<file path="src/rtl/riscv_pkg.sv">
// Shared RV32I front-end types: widths, the canonical NOP, fetch FSM states and the IF/ID payload.
package riscv_pkg;

    localparam int unsigned XLEN = 32;
    localparam int unsigned ILEN = 32;

    localparam logic [ILEN-1:0] NOP_INSTR = 32'h0000_0013;

    typedef enum logic [1:0] {
        REQ,
        WAIT,
        KILL
    } fetch_state_t;

    typedef struct packed {
        logic [ILEN-1:0] instr;
        logic [XLEN-1:0] pc;
        logic [XLEN-1:0] pc4;
        logic            valid;
    } if_id_t;

endpackage

</file>
<file path="src/rtl/fetch_unit_if.sv">
// Instruction-memory request/response channel between the fetch unit and IMEM.
interface fetch_unit_if;
    import riscv_pkg::*;

    logic            req;
    logic [XLEN-1:0] addr;
    logic            gnt;
    logic            rvalid;
    logic [ILEN-1:0] rdata;

    modport master (
        output req,
        output addr,
        input  gnt,
        input  rvalid,
        input  rdata
    );

    modport slave (
        input  req,
        input  addr,
        output gnt,
        output rvalid,
        output rdata
    );

endinterface

</file>
<file path="src/rtl/fetch_hold_buf.sv">
// One-entry skid buffer that parks a fetched word (and its PC) while IF/ID is frozen.
module fetch_hold_buf
    import riscv_pkg::*;
(
    input  logic            clk,
    input  logic            rst,
    input  logic            load,
    input  logic            clear,
    input  logic [ILEN-1:0] load_instr,
    input  logic [XLEN-1:0] load_pc,
    output logic            valid,
    output logic [ILEN-1:0] instr,
    output logic [XLEN-1:0] pc
);

    always_ff @(posedge clk) begin
        if (rst) begin
            valid <= 1'b0;
            instr <= NOP_INSTR;
            pc    <= '0;
        end else if (clear) begin
            valid <= 1'b0;
        end else if (load) begin
            valid <= 1'b1;
            instr <= load_instr;
            pc    <= load_pc;
        end
    end

endmodule

</file>
<file path="src/rtl/fetch_unit.sv">
// IF stage: owns the PC, keeps at most one IMEM request outstanding and fills the IF/ID register,
// honouring load-use stalls and EX redirects without losing or duplicating fetched words.
module fetch_unit
    import riscv_pkg::*;
#(
    parameter logic [XLEN-1:0] RESET_PC = '0
) (
    input  logic            clk,
    input  logic            rst,
    input  logic            stall,
    input  logic            pcsrc_ex,
    input  logic [XLEN-1:0] pc_target_ex,
    fetch_unit_if.master    imem,
    output logic [ILEN-1:0] instr_if_id,
    output logic [XLEN-1:0] pc_if_id,
    output logic [XLEN-1:0] pc4_if_id,
    output logic            valid_if_id
);

    fetch_state_t    state_q, state_d;
    logic [XLEN-1:0] pc_q, pc_d;
    logic [XLEN-1:0] req_pc_q, req_pc_d;
    if_id_t          if_id_q, if_id_d;

    logic            req_c;
    logic            rsp_c;
    logic            hb_load, hb_clear, hb_valid;
    logic [ILEN-1:0] hb_instr;
    logic [XLEN-1:0] hb_pc;

    // Redirect targets are word aligned, so the two LSBs are never consumed.
    logic unused_tgt_lsb;
    assign unused_tgt_lsb = ^pc_target_ex[1:0];

    fetch_hold_buf u_hold_buf (
        .clk        (clk),
        .rst        (rst),
        .load       (hb_load),
        .clear      (hb_clear),
        .load_instr (imem.rdata),
        .load_pc    (req_pc_q),
        .valid      (hb_valid),
        .instr      (hb_instr),
        .pc         (hb_pc)
    );

    always_comb begin
        state_d  = state_q;
        pc_d     = pc_q;
        req_pc_d = req_pc_q;
        if_id_d  = if_id_q;
        hb_load  = 1'b0;
        hb_clear = 1'b0;
        req_c    = 1'b0;
        rsp_c    = (state_q == WAIT) && imem.rvalid;

        // WAIT may re-request in the response cycle to sustain one instruction per cycle.
        case (state_q)
            REQ:     req_c = 1'b1;
            WAIT:    req_c = imem.rvalid && !stall;
            default: req_c = 1'b0;
        endcase
        req_c = req_c && !rst && !pcsrc_ex && !hb_valid;

        if (req_c && imem.gnt) begin
            req_pc_d = pc_q;
            pc_d     = pc_q + XLEN'(4);
        end

        case (state_q)
            REQ:     if (req_c && imem.gnt) state_d = WAIT;
            WAIT: begin
                if (pcsrc_ex)          state_d = imem.rvalid ? REQ : KILL;
                else if (imem.rvalid)  state_d = (req_c && imem.gnt) ? WAIT : REQ;
            end
            KILL:    if (imem.rvalid) state_d = REQ;
            default: state_d = REQ;
        endcase

        if (pcsrc_ex) begin
            pc_d = {pc_target_ex[XLEN-1:2], 2'b00};
        end

        // IF/ID update: redirect beats stall, a parked word beats a fresh response.
        if (pcsrc_ex) begin
            if_id_d.valid = 1'b0;
            if_id_d.instr = NOP_INSTR;
            hb_clear      = 1'b1;
        end else if (stall) begin
            hb_load = rsp_c;
        end else if (hb_valid) begin
            if_id_d  = '{instr: hb_instr, pc: hb_pc, pc4: hb_pc + XLEN'(4), valid: 1'b1};
            hb_clear = 1'b1;
        end else if (rsp_c) begin
            if_id_d = '{instr: imem.rdata, pc: req_pc_q, pc4: req_pc_q + XLEN'(4), valid: 1'b1};
        end else begin
            if_id_d.valid = 1'b0;
            if_id_d.instr = NOP_INSTR;
        end
    end

    always_ff @(posedge clk) begin
        if (rst) begin
            state_q  <= REQ;
            pc_q     <= RESET_PC;
            req_pc_q <= '0;
            if_id_q  <= '{instr: NOP_INSTR, pc: '0, pc4: '0, valid: 1'b0};
        end else begin
            state_q  <= state_d;
            pc_q     <= pc_d;
            req_pc_q <= req_pc_d;
            if_id_q  <= if_id_d;
        end
    end

    assign imem.req    = req_c;
    assign imem.addr   = pc_q;
    assign instr_if_id = if_id_q.instr;
    assign pc_if_id    = if_id_q.pc;
    assign pc4_if_id   = if_id_q.pc4;
    assign valid_if_id = if_id_q.valid;

    // A response with nothing outstanding is an IMEM protocol violation.
    rvalid_in_req_a : assert property (@(posedge clk) disable iff (rst)
        !(state_q == REQ && imem.rvalid));

endmodule

</file>
<file path="src/flat_wrapper.sv">
// flat-port wrapper written by rule: the top's interface ports become plain ports
module fetch_unit_flat import riscv_pkg::*;
#(
    parameter logic [XLEN-1:0] RESET_PC = '0
)
  (clk, rst, stall, pcsrc_ex, pc_target_ex, instr_if_id, pc_if_id, pc4_if_id, valid_if_id, imem_req, imem_addr, imem_gnt, imem_rvalid, imem_rdata);
  fetch_unit_if imem_i ();
  input  logic clk;
  input  logic rst;
  input  logic stall;
  input  logic pcsrc_ex;
  input  logic [XLEN-1:0] pc_target_ex;
  output logic [ILEN-1:0] instr_if_id;
  output logic [XLEN-1:0] pc_if_id;
  output logic [XLEN-1:0] pc4_if_id;
  output logic valid_if_id;
  output wire logic [$bits(imem_i.req)-1:0] imem_req;
  output wire logic [$bits(imem_i.addr)-1:0] imem_addr;
  input wire logic [$bits(imem_i.gnt)-1:0] imem_gnt;
  input wire logic [$bits(imem_i.rvalid)-1:0] imem_rvalid;
  input wire logic [$bits(imem_i.rdata)-1:0] imem_rdata;
  assign imem_req = imem_i.req;
  assign imem_addr = imem_i.addr;
  assign imem_i.gnt = imem_gnt;
  assign imem_i.rvalid = imem_rvalid;
  assign imem_i.rdata = imem_rdata;
  fetch_unit #(.RESET_PC(RESET_PC)) u_core (.clk(clk), .rst(rst), .stall(stall), .pcsrc_ex(pcsrc_ex), .pc_target_ex(pc_target_ex), .imem(imem_i), .instr_if_id(instr_if_id), .pc_if_id(pc_if_id), .pc4_if_id(pc4_if_id), .valid_if_id(valid_if_id));
endmodule
</file>
<file path="config.mk">
export PLATFORM = sky130hd
export DESIGN_NAME = fetch_unit_flat
export DESIGN_NICKNAME = d
export VERILOG_FILES = /design/src/rtl/riscv_pkg.sv /design/src/rtl/fetch_unit_if.sv /design/src/rtl/fetch_hold_buf.sv /design/src/rtl/fetch_unit.sv /design/src/flat_wrapper.sv
export SDC_FILE = /design/constraint.sdc
export NUM_CORES = 1
export LEC_CHECK = 0
export BUFFER_PORTS_ARGS = -buffer_cell sky130_fd_sc_hd__buf_2
export CAP_MARGIN = 20
export CORE_MARGIN = 2
export CORE_UTILIZATION = 48
export CTS_BUF_LIST = sky130_fd_sc_hd__clkbuf_4 sky130_fd_sc_hd__clkbuf_8
export CTS_CLUSTER_DIAMETER = 100
export CTS_CLUSTER_SIZE = 20
export DETAILED_ROUTE_END_ITERATION = 8
export GPL_TIMING_DRIVEN = 0
export PLACE_DENSITY = 0.81
export SLEW_MARGIN = 15
export SYNTH_ARGS = -nofsm -noshare
export SYNTH_HDL_FRONTEND = slang
export SYNTH_SLANG_ARGS = --single-unit
</file>
<file path="constraint.sdc">
create_clock -name clk -period 3.4 [get_ports clk]
set_clock_uncertainty 0.1 [all_clocks]
set_input_delay 0.68 -clock clk [delete_from_list [all_inputs] [get_ports clk]]
set_output_delay 0.68 -clock clk [all_outputs]
set_load 0.005 [all_outputs]
</file>
======== After elaboration in Yosys (flattened, before gate mapping) ========
Index checks and enable logic that the tools add are counted.
storage, ports and cells
  bits in registers ....................... 228
  input port bits ......................... 70
  output and inout port bits .............. 130
  logic and storage cells ................. 59
cells by class
  add/subtract/negate cells ............... 3
  eq/ne operators ......................... 5
  muxes and demuxes ....................... 19
  bitwise operators ....................... 3
  reductions and logical operators ........ 18
operators with widths
  kind                                            number
  2-to-1 mux 97 bit                               1
  adder 32 x 3 -> 32 bit (second input constant)  3
  2-to-1 mux 32 bit                               3
  2-to-1 mux 64 bit                               1
  2-to-1 mux 2 bit                                5
  2-to-1 mux 1 bit                                7
  logical AND 1 bit                               6
  one-hot mux 2 bit (3 select lines)              1
  AND reduction 3 bit                             2
  zero test 1 bit                                 4
  nonzero test 2 bit                              2
  OR reduction 2 bit                              2
  != test 3 bit (second input constant)           1
  inverter 1 bit                                  3
  == test 2 x 1 -> 1 bit (second input constant)  1
  == test 2 bit (second input constant)           1
  zero test 2 bit                                 1
  != test 2 x 1 -> 1 bit (second input constant)  1
  != test 2 bit (second input constant)           1
  one-hot mux 1 bit (2 select lines)              1
  AND reduction 2 bit                             1

======== Depth between registers and ports, before layout ========
Gate-level depths: netlist (run 1).
  word-level depth ........................ 11
  gate-level depth with buffers ........... 12
  mapped depth without buffers ............ 7

======== By module ========
A second synthesis (run 1) with hierarchy kept.
second synthesis, totals
  cells, all modules ...................... 1213
  area, all modules ....................... 10737.8 µm²
by module, submodules not included
  module          instances  cells an instance  area each (µm²)
  fetch_unit      1          920                7526.0
  fetch_hold_buf  1          293                3211.8

======== Worst setup path before layout (run 1) ========
No wires, ideal clock.
  path type ............................... register -> register
  start ................................... register u_core.u_hold_buf.valid
  end ..................................... register u_core.if_id_q (netlist bit u_core.pc4_if_id[28])
  setup time .............................. 0.142 ns
  data arrival time ....................... 3.002 ns
  data required time ...................... 3.158 ns
  setup slack ............................. 0.155 ns
  stages on the path, launching flop included .. 13
  path buffers ............................ 5
  period minus slack after synthesis ...... 3.245 ns
  cells stage by stage .................... dfxtp_1 > buf_4 > buf_2 > buf_2 > buf_2 > buf_1 > mux2_2 > ha_1 > inv_1 > a211oi_1 > nand4_1 > o2111ai_1 > o311ai_0
between the ends
  word-level cells in the longest chain between the ends .. 2
  elaborated cells on any way between the ends .. 3
RTL lines
  item                                  line                  source
  from (decl)                           fetch_hold_buf.sv:11  output logic valid,
  from (signal assigned)                fetch_hold_buf.sv:18  valid <= 1'b0;
  from (signal assigned)                fetch_hold_buf.sv:22  valid <= 1'b0;
  from (signal assigned)                fetch_hold_buf.sv:24  valid <= 1'b1;
  nonzero test 2 bit (no source line)   n/a
  AND reduction 3 bit (no source line)  n/a
  to (signal assigned)                  fetch_unit.sv:107     if_id_q <= '{instr: NOP_INSTR, pc: '0, pc4: '0, valid: 1'b0};
  to (signal assigned)                  fetch_unit.sv:112     if_id_q <= if_id_d;
  to (decl)                             fetch_unit.sv:23      if_id_t if_id_q, if_id_d;
Several ways; a longest one is shown, not always the timed one.
A chain may end at the register's enable or synchronous reset.

======== Worst setup path after layout (run 1) ========
  start ................................... register u_core.u_hold_buf.valid
  end ..................................... register u_core.if_id_q (netlist bit u_core.pc_if_id[27])
The elaborated chain is that of the path after synthesis.

==> run summary, run 1 <==
status: complete, no violations
post-placement cell area: 10900 um2
clock slew seen by the registers of the worst setup and hold paths: 0.12 ns
Mapped Cells: 1176
number of DRC markers in iteration 0: 857
worst setup path end: u_core.pc_if_id[27]$_SDFFE_PP0P_
Hold WC Path Type: in2reg
Crit Path Class: reg2reg
Clock Tree Root: clkbuf_8
Inst Count DP: 1635
final slew viol count: 0
# clock sinks: 218
post-synth cell types: 62
cts bufs inserted: 14
VDD IR max: 0.184 mV
RSZ-0062 raised after global routing: no
CTS max path bufs: 3
Die Width: 146 um
Clk Latency, worst-skew pair: 0.53 ns
CP Launch Type: flop
crit path DAT: 3.51 ns
Final Cell Area: 11200 um2
vias in the first global route: 8688
DIE AREA: 21300 um2
sum of negative setup slack: 0 ns
# IOs: 200
post-cts hold buffer count: 0
Final Hold Fails: 0
# nets final: 1458
Critical path origin: u_core.u_hold_buf.valid$_SDFFE_PP0P_
endpoints failing setup: 0
Final Cycle Share: 0.947
r2r setup slk: 0.18 ns
fin crit period: 3.22 ns
port buffer count: 189
r2r startpoint: u_core.u_hold_buf.valid$_SDFFE_PP0P_
Max Cap Viol: 0
H-tree Lvls: 1
FP Rows: 51
DP HPWL: 21.3 mm
pwr/cell area: 381 nW/um2
drt first pass iters: 6
Area Growth Syn to Fin: 16.2%
Non-Filler Instances: 1652
Async S/R FF share, synth: 0
final wirelength: 28.7 mm
Leakage Power: 3.97 nW
routability cong.: 0.975
number of warnings issued by yosys: 0
Die Ht: 146 um
first-pass GRT wire length: 45.6 mm
Initial Util: 0.493
Mean Syn Cell Area: 8.21 um2
Post-synth EDFFs: 0
CP Capture Type: flop
Vias: 9590
Critical Path Fanout Max: 16
R2R depth: 7
Syn Std Cell Area: 9650 um2
antenna-violating nets left: 0
core footprint: 19600 um2
ys flop type: dfxtp_1
wire length per cell: 17.4 um
ratio of cells with drive above 1 in the final layout: 0.179
post-synthesis sequential area ratio: 0.452
Overall Global Routing Usage: 0.259
R2R Path End: u_core.pc_if_id[27]$_SDFFE_PP0P_
pin slew with the least headroom to its limit: 1.01 ns
CTS tree: built
vias per cell: 5.81
Slew headroom: 0.323
largest net degree at the start of global routing: 21
number of remaining DRC errors: 0
top achievable clock speed: 311 MHz
GRT overflow: 0
Yosys reg bits: 218
antenna violations before repair: 1
WP data required: 3.69 ns
==> cell families after synthesis <==
kind of cell	count (synthesis)	synth area share
compound gates	267	0.186
xor+xnor	22	0.0200
fa+ha+maj	2	0.00259
buf+inv	109	0.0473
flops	218	0.452
mux	37	0.0397
other cells	1	0.000389
simple gates	520	0.251
==> final cells by class <==
cell class	count	area (um2)
fillers	1845	8380
multi-input cells	854	4880
flip-flops and latches	218	4360
repair buffers	190	953
plain buffers	98	423
well taps	265	332
clock buffers	16	220
inverters	10	37.5
diodes	1	2.50
==> what timing repair did <==
action	CTS	global route
hold endpoints to repair	0	0
gates cloned	0	0
setup endpoints to repair	12	6
gates resized for setup	9	0
pin swaps	1	1
buffers inserted	0	1
==> cells in the mapped netlist, drive strengths merged, types with 27 or more instances <==
cell    instances  area (um2)
nand2         253         950
dfxtp         218        4360
a21oi         113         566
clkbuf         77         290
nor2           59         221
nor3           51         255
nand3          44         225
a211oi         39         308
a221oi         30         263
nor2b          29         181
mux2i          27         270
==> worst min path at each step <==
stage                                                from                                      end  slack (ns)  cells past startpoint
floorplan           u_core.u_hold_buf.pc[20]$_SDFFE_PP0P_    u_core.u_hold_buf.pc[20]$_SDFFE_PP0P_        0.34                      2
global placement        u_core.pc4_if_id[10]$_SDFFE_PP0P_        u_core.pc4_if_id[10]$_SDFFE_PP0P_        0.34                      2
detailed placement      u_core.pc4_if_id[12]$_SDFFE_PP0P_        u_core.pc4_if_id[12]$_SDFFE_PP0P_        0.34                      2
CTS                                         imem_rdata[0]  u_core.u_hold_buf.instr[0]$_SDFFE_PP1P_        0.26                      3
global route                             pc_target_ex[17]        u_core.imem.addr[17]$_SDFFE_PP0P_        0.28                      3
finish                                      imem_rdata[0]  u_core.u_hold_buf.instr[0]$_SDFFE_PP1P_        0.28                      3
==> through the flow <==
stage | total power [mW] | worst slack, ns | hold WS (ns) | util
6_report | 4.27 | 0.182 | 0.279 | 0.572
3_5_place_dp | 3.09 | -0.823 | 0.345 | 0.559
5_1_grt | 4.41 | 0.0341 | 0.280 | 0.572
4_1_cts | 4.27 | 0.0656 | 0.263 | 0.572
2_1_floorplan | 2.92 | 0.155 | 0.336 | -
3_3_place_gp | 3.09 | -0.745 | 0.338 | 0.559
==> layer usage <==
layer  track usage  share of wire
met1         0.368           0.44
met2         0.404           0.44
met3        0.0332          0.091
met4        0.0946          0.031
met5             0              0
==> sequential cells by signal (all words and copies together) (netlist names) <==
name,count
u_core.imem.addr,30
u_core.instr_if_id,32
u_core.pc4_if_id,30
u_core.pc_if_id,30
u_core.req_pc_q,30
u_core.state_q,2
u_core.u_hold_buf.instr,32
u_core.u_hold_buf.pc,30
u_core.u_hold_buf.valid,1
u_core.valid_if_id,1
==> power by group <==
part / internal (mW) / leakage, nW / switching, mW
Clock: 0.425 / 0.115 / 0.798
Sequential: 2.60 / 1.77 / 0.0581
Combinational: 0.147 / 2.09 / 0.239
Total: 3.18 / 3.97 / 1.09
==> worst max-delay path, cell delays in order (launching register included) <==
cell and delay, ns:
dfxtp_1 0.33, buf_4 0.25, buf_2 0.30, clkinv_1 0.38, a211oi_2 0.76, clkbuf_1 0.43, clkbuf_1 0.41, a211oi_1 0.13
==> cell usage in the layout, fill, tap and decap left out, types with 6 or more instances in the layout <==
cell | netlist | routed
a31oi_1 | 8 | 8
or4_1 | 10 | 10
a21oi_1 | 113 | 113
xnor2_1 | 15 | 15
nand2_1 | 253 | 253
nand3_1 | 43 | 43
mux2i_1 | 27 | 27
a211oi_1 | 36 | 35
buf_4 | 7 | 11
a221oi_1 | 30 | 30
nand4_1 | 22 | 22
or3_1 | 8 | 8
nand4b_1 | 8 | 8
nor2b_1 | 29 | 29
nor2_1 | 59 | 59
buf_2 | 10 | 196
mux2_2 | 10 | 10
clkbuf_1 | 76 | 76
clkbuf_8 | 0 | 16
a311oi_1 | 8 | 8
and3_1 | 6 | 6
xor2_1 | 7 | 7
nand3b_1 | 6 | 6
dfxtp_1 | 218 | 218
nor4_1 | 7 | 7
o21ai_0 | 19 | 19
conb_1 | 1 | 6
inv_1 | 8 | 8
nor3_1 | 51 | 51
o311ai_0 | 13 | 13
Power figures use the tool's default switching activity.
==> run 2, diff against run 1 <==
--- a/config.mk
+++ b/config.mk
@@ -5,16 +5,19 @@
 export SDC_FILE = /design/constraint.sdc
 export NUM_CORES = 1
 export LEC_CHECK = 0
+export ABC_CLOCK_PERIOD_IN_PS = 3400
 export BUFFER_PORTS_ARGS = -buffer_cell sky130_fd_sc_hd__buf_2
 export CAP_MARGIN = 20
+export CELL_PAD_IN_SITES_DETAIL_PLACEMENT = 0
+export CELL_PAD_IN_SITES_GLOBAL_PLACEMENT = 1
 export CORE_MARGIN = 2
-export CORE_UTILIZATION = 48
+export CORE_UTILIZATION = 38
 export CTS_BUF_LIST = sky130_fd_sc_hd__clkbuf_4 sky130_fd_sc_hd__clkbuf_8
 export CTS_CLUSTER_DIAMETER = 100
 export CTS_CLUSTER_SIZE = 20
 export DETAILED_ROUTE_END_ITERATION = 8
 export GPL_TIMING_DRIVEN = 0
-export PLACE_DENSITY = 0.81
+export PLACE_DENSITY = 0.86
 export SLEW_MARGIN = 15
 export SYNTH_ARGS = -nofsm -noshare
 export SYNTH_HDL_FRONTEND = slang
==> run 2 against run 1 <==
- core utilization fell by 12 points
- total power rose by 0.50%
- fmax rose by 0.31%
- non-clock buffer count did not move
- clock power barely moved
- first-iteration DRC count fell by 18%
- count of clock-buffer cells in the layout did not move
- die area rose by 26%
- wire length rose by 4.3%
- worst setup slack improved by 0.0099 ns
- worst hold slack got worse by 0.0033 ns
- register-to-register slack improved by 0.04 ns
- largest cell class unchanged
- largest power group unchanged
==> run summary, run 2 (synthesis results as in run 1) <==
status: complete, no violations
# IOs: 200 (unchanged)
pin slew with the least headroom to its limit: 1.15 ns (+0.133 ns)
endpoints failing setup: 0 (unchanged)
largest net degree at the start of global routing: 21 (unchanged)
post-placement cell area: 11000 um2 (+0.74%)
most common cell after layout, fill and taps aside: nand2_1
# nets final: 1458 (unchanged)
vias in the first global route: 8399 (-3.3%)
drt first pass iters: 6 (unchanged)
CP Launch Type: flop
CTS max path bufs: 3 (unchanged)
number of DRC markers in iteration 0: 706 (-18%)
setup ws final: 0.191 ns (+0.00991 ns)
Inst Count DP: 1700 (+4.0%)
R2R Path End: u_core.pc_if_id[28]$_SDFFE_PP0P_
clock slew seen by the registers of the worst setup and hold paths: 0.13 ns (about the same)
Non-Filler Instances: 1717 (+3.9%)
number of remaining DRC errors: 0 (unchanged)
Overall Global Routing Usage: 0.217 (-0.0420)
CTS tree: built
core footprint: 25000 um2 (+28%)
post-cts hold buffer count: 0 (unchanged)
cts bufs inserted: 14 (unchanged)
Leakage Power: 3.97 nW (about the same)
DP HPWL: 22.7 mm (+6.3%)
Clk Latency, worst-skew pair: 0.54 ns (about the same)
fin crit period: 3.21 ns (-0.00991 ns)
Clock Tree Root: clkbuf_8
first-pass GRT wire length: 46.4 mm (+1.9%)
vias per cell: 5.42 (-6.6%)
# clock sinks: 218 (unchanged)
Final Cell Area: 11300 um2 (+0.73%)
RSZ-0062 raised after global routing: no
WP data required: 2.62 ns (-1.07 ns)
Final Cycle Share: 0.944 (-0.00292)
Critical path origin: u_core.u_hold_buf.valid$_SDFFE_PP0P_
DP Worst Slack: -0.911 ns (-0.0875 ns)
GRT overflow: 0 (unchanged)
Final Hold Fails: 0 (unchanged)
ratio of cells with drive above 1 in the final layout: 0.179 (unchanged)
Die Ht: 163 um (+12%)
r2r setup slk: 0.22 ns (+0.04 ns)
WHS: 0.275 ns (-0.00330 ns)
FP Rows: 58 (+14%)
Initial Util: 0.385 (-0.107)
Hold WC Path Type: in2reg
crit path DAT: 2.43 ns (-1.08 ns)
VDD IR max: 0.207 mV (+12%)
routability cong.: 0.900 (-7.7%)
Slew headroom: 0.233 (-0.0892)
worst setup path end: imem_req
Tot Pwr: 4.29 mW (+0.50%)
Crit Path Class: reg2out
r2r startpoint: u_core.u_hold_buf.valid$_SDFFE_PP0P_
top achievable clock speed: 312 MHz (+0.31%)
CP Capture Type: output pin
DIE AREA: 26700 um2 (+26%)
Die Width: 163 um (+12%)
sum of negative setup slack: 0 ns (unchanged)
most frequent cells in the layout: nand2_1, dfxtp_1, buf_2, a21oi_1, clkbuf_1
H-tree Lvls: 1 (unchanged)
final wirelength: 29.9 mm (+4.3%)
Vias: 9310 (-2.9%)
fin util: 0.451 (-0.121)
wire length per cell: 17.4 um (+0.30%)
R2R depth: 7 (unchanged)
Critical Path Fanout Max: 16 (unchanged)
Max Cap Viol: 0 (unchanged)
antenna violations before repair: 1 (unchanged)
antenna-violating nets left: 0 (unchanged)
port buffer count: 189 (unchanged)
pwr/cell area: 380 nW/um2 (-0.22%)
final slew viol count: 0 (unchanged)
Area Growth Syn to Fin: 17.0%
[run 2: cell counts in the layout (fill, tap and decap cells not counted)]
Identical to the previous run, type by type.
[run 2: worst max-delay path, stage by stage, from the launching register on]
cell and delay, ns:
dfxtp_1 0.32, buf_4 0.20, buf_4 0.22, buf_2 0.21
buf_4 0.21, buf_4 0.21, a2111oi_4 0.35, buf_2 0.18
[run 2: layer usage]
layer	wire length, um	up-vias	global-route usage	part of all wire
met2	13100	358	0.340	0.44
met4	459	0	0.0451	0.015
met3	2220	34	0.0274	0.074
met1	14100	4308	0.319	0.47
li1	-	4610	-	-
met5	0	-	0	0
[run 2: how the worst min path moves through the flow]
stage	start	endpoint	slack [ns]	depth (start not counted)
global placement	u_core.pc4_if_id[8]$_SDFFE_PP0P_	u_core.pc4_if_id[8]$_SDFFE_PP0P_	0.34	2
CTS	pc_target_ex[17]	u_core.imem.addr[17]$_SDFFE_PP0P_	0.26	3
global route	pc_target_ex[3]	u_core.imem.addr[3]$_SDFFE_PP0P_	0.27	3
finish	pc_target_ex[17]	u_core.imem.addr[17]$_SDFFE_PP0P_	0.28	3
floorplan	u_core.u_hold_buf.pc[20]$_SDFFE_PP0P_	u_core.u_hold_buf.pc[20]$_SDFFE_PP0P_	0.34	2
detailed placement	u_core.pc4_if_id[10]$_SDFFE_PP0P_	u_core.pc4_if_id[10]$_SDFFE_PP0P_	0.34	2
[run 2: what timing repair did]
item | 4_1_cts | 5_1_grt
setup endpoints to repair | 13 | 23
resized for setup | 8 | 1
pin swaps | 1 | 0
buffers inserted | 1 | 0
[run 2: layout make-up]
type / instances / area, um2
buffer: 98 / 423
clock buffer: 16 / 220
antenna: 1 / 2.50
tap: 330 / 413
multi-input combinational: 854 / 4880
sequential: 218 / 4360
inverter: 10 / 37.5
timing repair buffer: 190 / 953
fill: 2584 / 13700
[run 2: report_power, final]
group          internal [mW]  total (mW)  switching [mW]  leakage, nW
Sequential              2.60        2.67          0.0606         1.77
Clock                  0.425        1.25           0.820        0.115
Combinational          0.147       0.382           0.235         2.09
Total                   3.18        4.29            1.12         3.97
